$ cat src/rtl/inst_fetch_pkg.sv
// Shared fetch constants: word sizes, NOP encoding and fetch FSM state encoding.
package inst_fetch_pkg;

  localparam int unsigned INST_W     = 32;
  localparam logic [31:0] INST_BYTES = 32'd4;
  localparam logic [31:0] INST_NOP   = 32'h0000_0013;

  typedef enum logic [1:0] {
    ST_BOOT = 2'd0,
    ST_RUN  = 2'd1,
    ST_HOLD = 2'd2
  } fetch_state_t;

endpackage

$ cat src/rtl/inst_fetch_hold_buf.sv
// Single-entry skid buffer holding one stalled instruction and its pc.
module fetch_hold_buf
  import inst_fetch_pkg::*;
(
  input  logic              clk,
  input  logic              rst,
  input  logic              load,
  input  logic              clear,
  input  logic [INST_W-1:0] load_inst,
  input  logic [31:0]       load_pc,
  output logic [INST_W-1:0] inst,
  output logic [31:0]       pc,
  output logic              valid
);

  always_ff @(posedge clk or posedge rst) begin
    if (rst) begin
      inst  <= INST_NOP;
      pc    <= '0;
      valid <= 1'b0;
    end else if (clear) begin
      inst  <= INST_NOP;
      pc    <= '0;
      valid <= 1'b0;
    end else if (load) begin
      inst  <= load_inst;
      pc    <= load_pc;
      valid <= 1'b1;
    end
  end

endmodule

$ cat src/rtl/inst_fetch.sv
// Instruction fetch stage for a 1-cycle-latency instruction BRAM with stall/redirect.
// Optional macro INST_FETCH_PERF_EN adds fetch_count / bubble_count counters.
module inst_fetch
  import inst_fetch_pkg::*;
#(
  parameter logic [31:0] RESET_PC    = 32'h0000_0000,
  parameter int unsigned IMEM_ADDR_W = 15
) (
  input  logic                   clk,
  input  logic                   rst,
  output logic                   imem_en,
  output logic [IMEM_ADDR_W-1:0] imem_addr,
  input  logic [INST_W-1:0]      imem_data,
  input  logic                   redirect_valid,
  input  logic [31:0]            redirect_pc,
  input  logic                   stall,
  output logic                   inst_valid,
  output logic [INST_W-1:0]      inst,
  output logic [31:0]            pc
`ifdef INST_FETCH_PERF_EN
  ,
  output logic [31:0]            fetch_count,
  output logic [31:0]            bubble_count
`endif
);

  fetch_state_t state, next_state;
  // fetch_pc: address issued last cycle (RUN) or the pending re-issued address (HOLD)
  logic [31:0]       fetch_pc, fetch_pc_next, issue_pc;
  logic              hold_load, hold_clear, hold_valid;
  logic [INST_W-1:0] hold_inst, sel_inst;
  logic [31:0]       hold_pc;

  fetch_hold_buf u_hold (
    .clk       (clk),
    .rst       (rst),
    .load      (hold_load),
    .clear     (hold_clear),
    .load_inst (imem_data),
    .load_pc   (fetch_pc),
    .inst      (hold_inst),
    .pc        (hold_pc),
    .valid     (hold_valid)
  );

  always_ff @(posedge clk or posedge rst) begin
    if (rst) begin
      state    <= ST_BOOT;
      fetch_pc <= RESET_PC;
    end else begin
      state    <= next_state;
      fetch_pc <= fetch_pc_next;
    end
  end

  always_comb begin
    next_state    = state;
    issue_pc      = fetch_pc;
    fetch_pc_next = fetch_pc;
    inst_valid    = 1'b0;
    sel_inst      = INST_NOP;
    pc            = fetch_pc;
    hold_load     = 1'b0;
    hold_clear    = 1'b0;
    case (state)
      ST_BOOT: begin
        issue_pc      = RESET_PC;
        fetch_pc_next = RESET_PC;
        next_state    = ST_RUN;
      end
      ST_RUN: begin
        inst_valid    = 1'b1;
        sel_inst      = imem_data;
        issue_pc      = fetch_pc + INST_BYTES;
        fetch_pc_next = issue_pc;
        if (stall) begin
          hold_load  = 1'b1;
          next_state = ST_HOLD;
        end
      end
      ST_HOLD: begin
        inst_valid = hold_valid;
        sel_inst   = hold_inst;
        pc         = hold_pc;
        if (!stall) next_state = ST_RUN;
      end
      default: next_state = ST_BOOT;
    endcase
    // Redirect overrides everything outside BOOT, including a concurrent stall.
    if (state != ST_BOOT && redirect_valid) begin
      inst_valid    = 1'b0;
      issue_pc      = redirect_pc & ~32'd3;
      fetch_pc_next = issue_pc;
      hold_load     = 1'b0;
      hold_clear    = 1'b1;
      next_state    = ST_RUN;
    end
  end

  assign inst      = inst_valid ? sel_inst : INST_NOP;
  assign imem_en   = ~rst;
  assign imem_addr = IMEM_ADDR_W'(issue_pc >> 2);

`ifdef INST_FETCH_PERF_EN
  always_ff @(posedge clk or posedge rst) begin
    if (rst) begin
      fetch_count  <= '0;
      bubble_count <= '0;
    end else begin
      if (inst_valid && !stall) fetch_count <= fetch_count + 32'd1;
      if (!inst_valid && state != ST_BOOT) bubble_count <= bubble_count + 32'd1;
    end
  end
`endif

endmodule
$ cat config.mk
export PLATFORM = sky130hd
export DESIGN_NAME = inst_fetch
export DESIGN_NICKNAME = d
export VERILOG_FILES = /design/src/rtl/inst_fetch_pkg.sv /design/src/rtl/inst_fetch_hold_buf.sv /design/src/rtl/inst_fetch.sv
export SDC_FILE = /design/constraint.sdc
export NUM_CORES = 1
export LEC_CHECK = 0
export ABC_AREA = 1
export ABC_CLOCK_PERIOD_IN_PS = 3600
export BUFFER_PORTS_ARGS = -buffer_cell sky130_fd_sc_hd__buf_2
export CORE_MARGIN = 2
export CORE_UTILIZATION = 53
export DETAILED_ROUTE_END_ITERATION = 12
export MAX_ROUTING_LAYER = met4
export PLACE_DENSITY = 0.77
export SLEW_MARGIN = 25
export SYNTH_ARGS = -nofsm -noshare
export SYNTH_HDL_FRONTEND = slang
export SYNTH_SLANG_ARGS = --single-unit
$ cat constraint.sdc
create_clock -name clk -period 3.6 [get_ports clk]
set_input_delay 0.54 -clock clk [delete_from_list [all_inputs] [get_ports clk]]
set_output_delay 0.54 -clock clk [all_outputs]
set_load 0.01 [all_outputs]
==> impl_results.md <==
- Status: finished clean
- Largest net degree at the start of global routing: 92
- GRT overflow: 0
- Layout Skew: 0.00504 ns
- Worst Setup Start Kind: register
- Fill count: 923
- Synth Register Bits: 96
- GRT Max-Usage Layer: met2
- Share of layout cells above drive strength 1: 24.6%
- FMAX: 314 MHz
- Sink Count: 96
- GR Layer Usage met1: 35.5%
- DRT Pass-1 Iters: 5
- Actual slew at the worst max-slew pin: 0.903 ns
- Clock transition at path regs: 0.10 ns
- PD cells: 772 mW/mm²
- Post-layout power: 4.93 mW
- Part of the Yosys area used for sequential elements: 43.5%
- Vias post-DR: 5,391
- Leak: 3.17 nW
- Synth Warn #: 0
- GPL Wtd Cong: 0.919
- Peak VDD IR: 0.419 mV
- CTS Root Cell: clkbuf_8
- Die Ht: 106 µm
- Post-placement cell count: 977
- Area growth syn-to-layout: 15.4%
- Final hold vios: 0
- Final std cells w/o fill: 993
- Drc violations: 0
- Setup Total Neg Slack: 0 ns
- Hold Buf Count CTS: 0
- FF-to-FF Start: state[1]$_DFFE_PP0P_
- Tmin final: 3.19 ns
- # setup viols final: 0
- # rows: 37
- Critical path's slowest cell: ha_1
- Core ar.: 0.0102 mm²
- Mapped Nets: 816
- Final Slew Violations: 0
- WP data arrival: 2.65 ns
- WL/cell: 14.8 µm
- Total setup buffers inserted after CTS: 0
- Initial antenna violation count: 0
- Max-cap check violation count: 0
- CP peak stage delay: 0.51 ns
- Worst setup EP type: output pin
- EDFF count, synth: 0
- Max-slew headroom: 39.8%
- Initial core utilization: 54.1%
- Met3 usage: 5.21%
- Crit Path Category: reg -> out
- Count of different cell masters after synthesis: 29
- Die X: 106 µm
- Hold Crit Class: in -> async
- Detailed Route WL: 14,700 µm
- Final Cycle Share: 88.6%
- Starting DRC count in detailed routing: 324
- PostCTS Resize Cnt: 0
- First-pass GRT wire length: 24,200 µm
- IO Pins: 149
- Critical Path RT: 3.06 ns
- Clock Path Buffers: 2
- Main synth FF type: dfrtp_1
- Number of global-route vias before repair: 5,164
- Gr usage total: 27.5%
- Syn Std Cell Area: 0.00554 mm²
- Fraction of registers with async set/reset: 100%
- Antenna Nets Post-Route: 0
- Met2 usage: 44.2%
- Area of the die: 0.0113 mm²
- H-tree Lvls: 3
- CP startpoint: state[1]$_DFFE_PP0P_
- Ant. Diodes: 0
- TritonCTS buffer count: 9
- Final HPWL DP: 10,200 µm
- CP Max Fanout: 18
- DR vias/cell: 5.43
- I/O Buffers: 146
- Cells after Synth: 743
- Avg Synthesized Cell Area: 7.45 µm²
- CTS tree: done
- Critical path cell sequence: inv_1 -> ha_1 -> inv_2 -> nor2_4 -> a22oi_1 -> o21ai_1 -> buf_2
- Nets: 925
- RSZ-0062 raised after global routing: no
- Clk_lat worst skew: 0.38 ns
## report_power, final
| part | leakage [nW] | total (mW) | internal [mW] | switching (mW) |
|---|---|---|---|---|
| registers | 1.26 | 1.80 | 1.49 | 0.309 |
| logic | 1.80 | 2.32 | 0.748 | 1.57 |
| clock network | 0.111 | 0.810 | 0.400 | 0.410 |
| total | 3.17 | 4.93 | 2.64 | 2.29 |
## metal layers
layer	part of all wire, %	vias to the layer above
met5	0	-
met4	1.8	0
met3	5.7	27
met2	48	182
met1	44	2566
li1	-	2616
## cell usage in the layout (no fill, tap or decap), drive strengths merged, types with 5 or more instances in the layout
master and instances:
nor2 46, dfrtp 93, clkbuf 9, inv 60, nand2 273, a22oi 5, o21ai 87, ha 5
a22o 22, buf 150, a21oi 32, nand3 57
## synth_stat cells (5+ instances only)
cell type	count	area, µm²
a21oi_1	22	110
o21ai_0	62	310
nand3_1	57	285
nand2_2	8	50.1
nor2_4	8	90.1
ha_1	5	62.6
a22oi_1	5	37.5
buf_4	19	143
nor2_2	6	37.5
inv_1	52	195
a22o_1	22	193
buf_2	16	80.1
a21oi_2	10	87.6
nand2_1	264	991
clkbuf_1	13	48.8
inv_2	5	18.8
o21ai_1	25	125
dfrtp_1	93	2330
nor2_1	31	116
## path summary, 6_finish.rpt
kind	to	cells after the start	slack, ns
min in group clk	fetch_pc[23]$_DFFE_PP0P_	3	0.39
setup reg to reg	u_hold.inst[28]$_DFFE_PP0P_	7	0.55
max in group asynchronous	fetch_pc[12]$_DFF_PP0_	3	2.27
hold reg to reg	u_hold.pc[29]$_DFFE_PP0P_	2	0.50
hold / removal	u_hold.inst[28]$_DFFE_PP0P_	2	0.26
setup / recovery	imem_addr[9]	7	0.41
## layout make-up
| cell class | count | area, µm² | area share [%] |
|---|---|---|---|
| clock buffers | 9 | 124 | 1.94 |
| well taps | 136 | 170 | 2.66 |
| inverters | 58 | 224 | 3.50 |
| repair buffers | 150 | 761 | 11.9 |
| clock inverters | 7 | 103 | 1.61 |
| flip-flops and latches | 96 | 2410 | 37.6 |
| multi-input cells | 537 | 2600 | 40.7 |
## state kept, by name, summed over array words and instances (netlist names)
signal,cells
u_hold.valid,1
state,2
u_hold.pc,31
u_hold.inst,32
fetch_pc,30
## logic make-up (layout without fill, tap and decap cells)
family                   after synthesis  count (layout)  share of synthesized area (%)
AND/OR/NAND/NOR                      378             378                           29.2
buffers and inverters                110             224                           9.56
adder cells (fa/ha/maj)                5               5                           1.13
AO/OA/AOI/OAI                        154             154                           16.7
flip-flops                            96              96                           43.5
## worst max-delay path, delay by kind of cell (launching register included)
family	cells	cell delay, ns
buffers and inverters	3	0.53
adders and majority gates	1	0.51
and+or+nand+nor	1	0.45
DFF	1	0.40
AOI/OAI and AO/OA	2	0.37
## per-stage QoR
step           util (%)  hold slack [ns]  setup WS [ns]  instance area [µm²]
2_1_floorplan         -            0.449          0.482                 5540
3_3_place_gp       60.2            0.466          0.905                 6160
3_5_place_dp       60.2            0.472          0.812                 6160
4_1_cts            62.5            0.260          0.402                 6390
5_1_grt            62.5            0.274          0.145                 6390
6_report           62.5            0.255          0.412                 6390
Power figures use the tool's default switching activity.
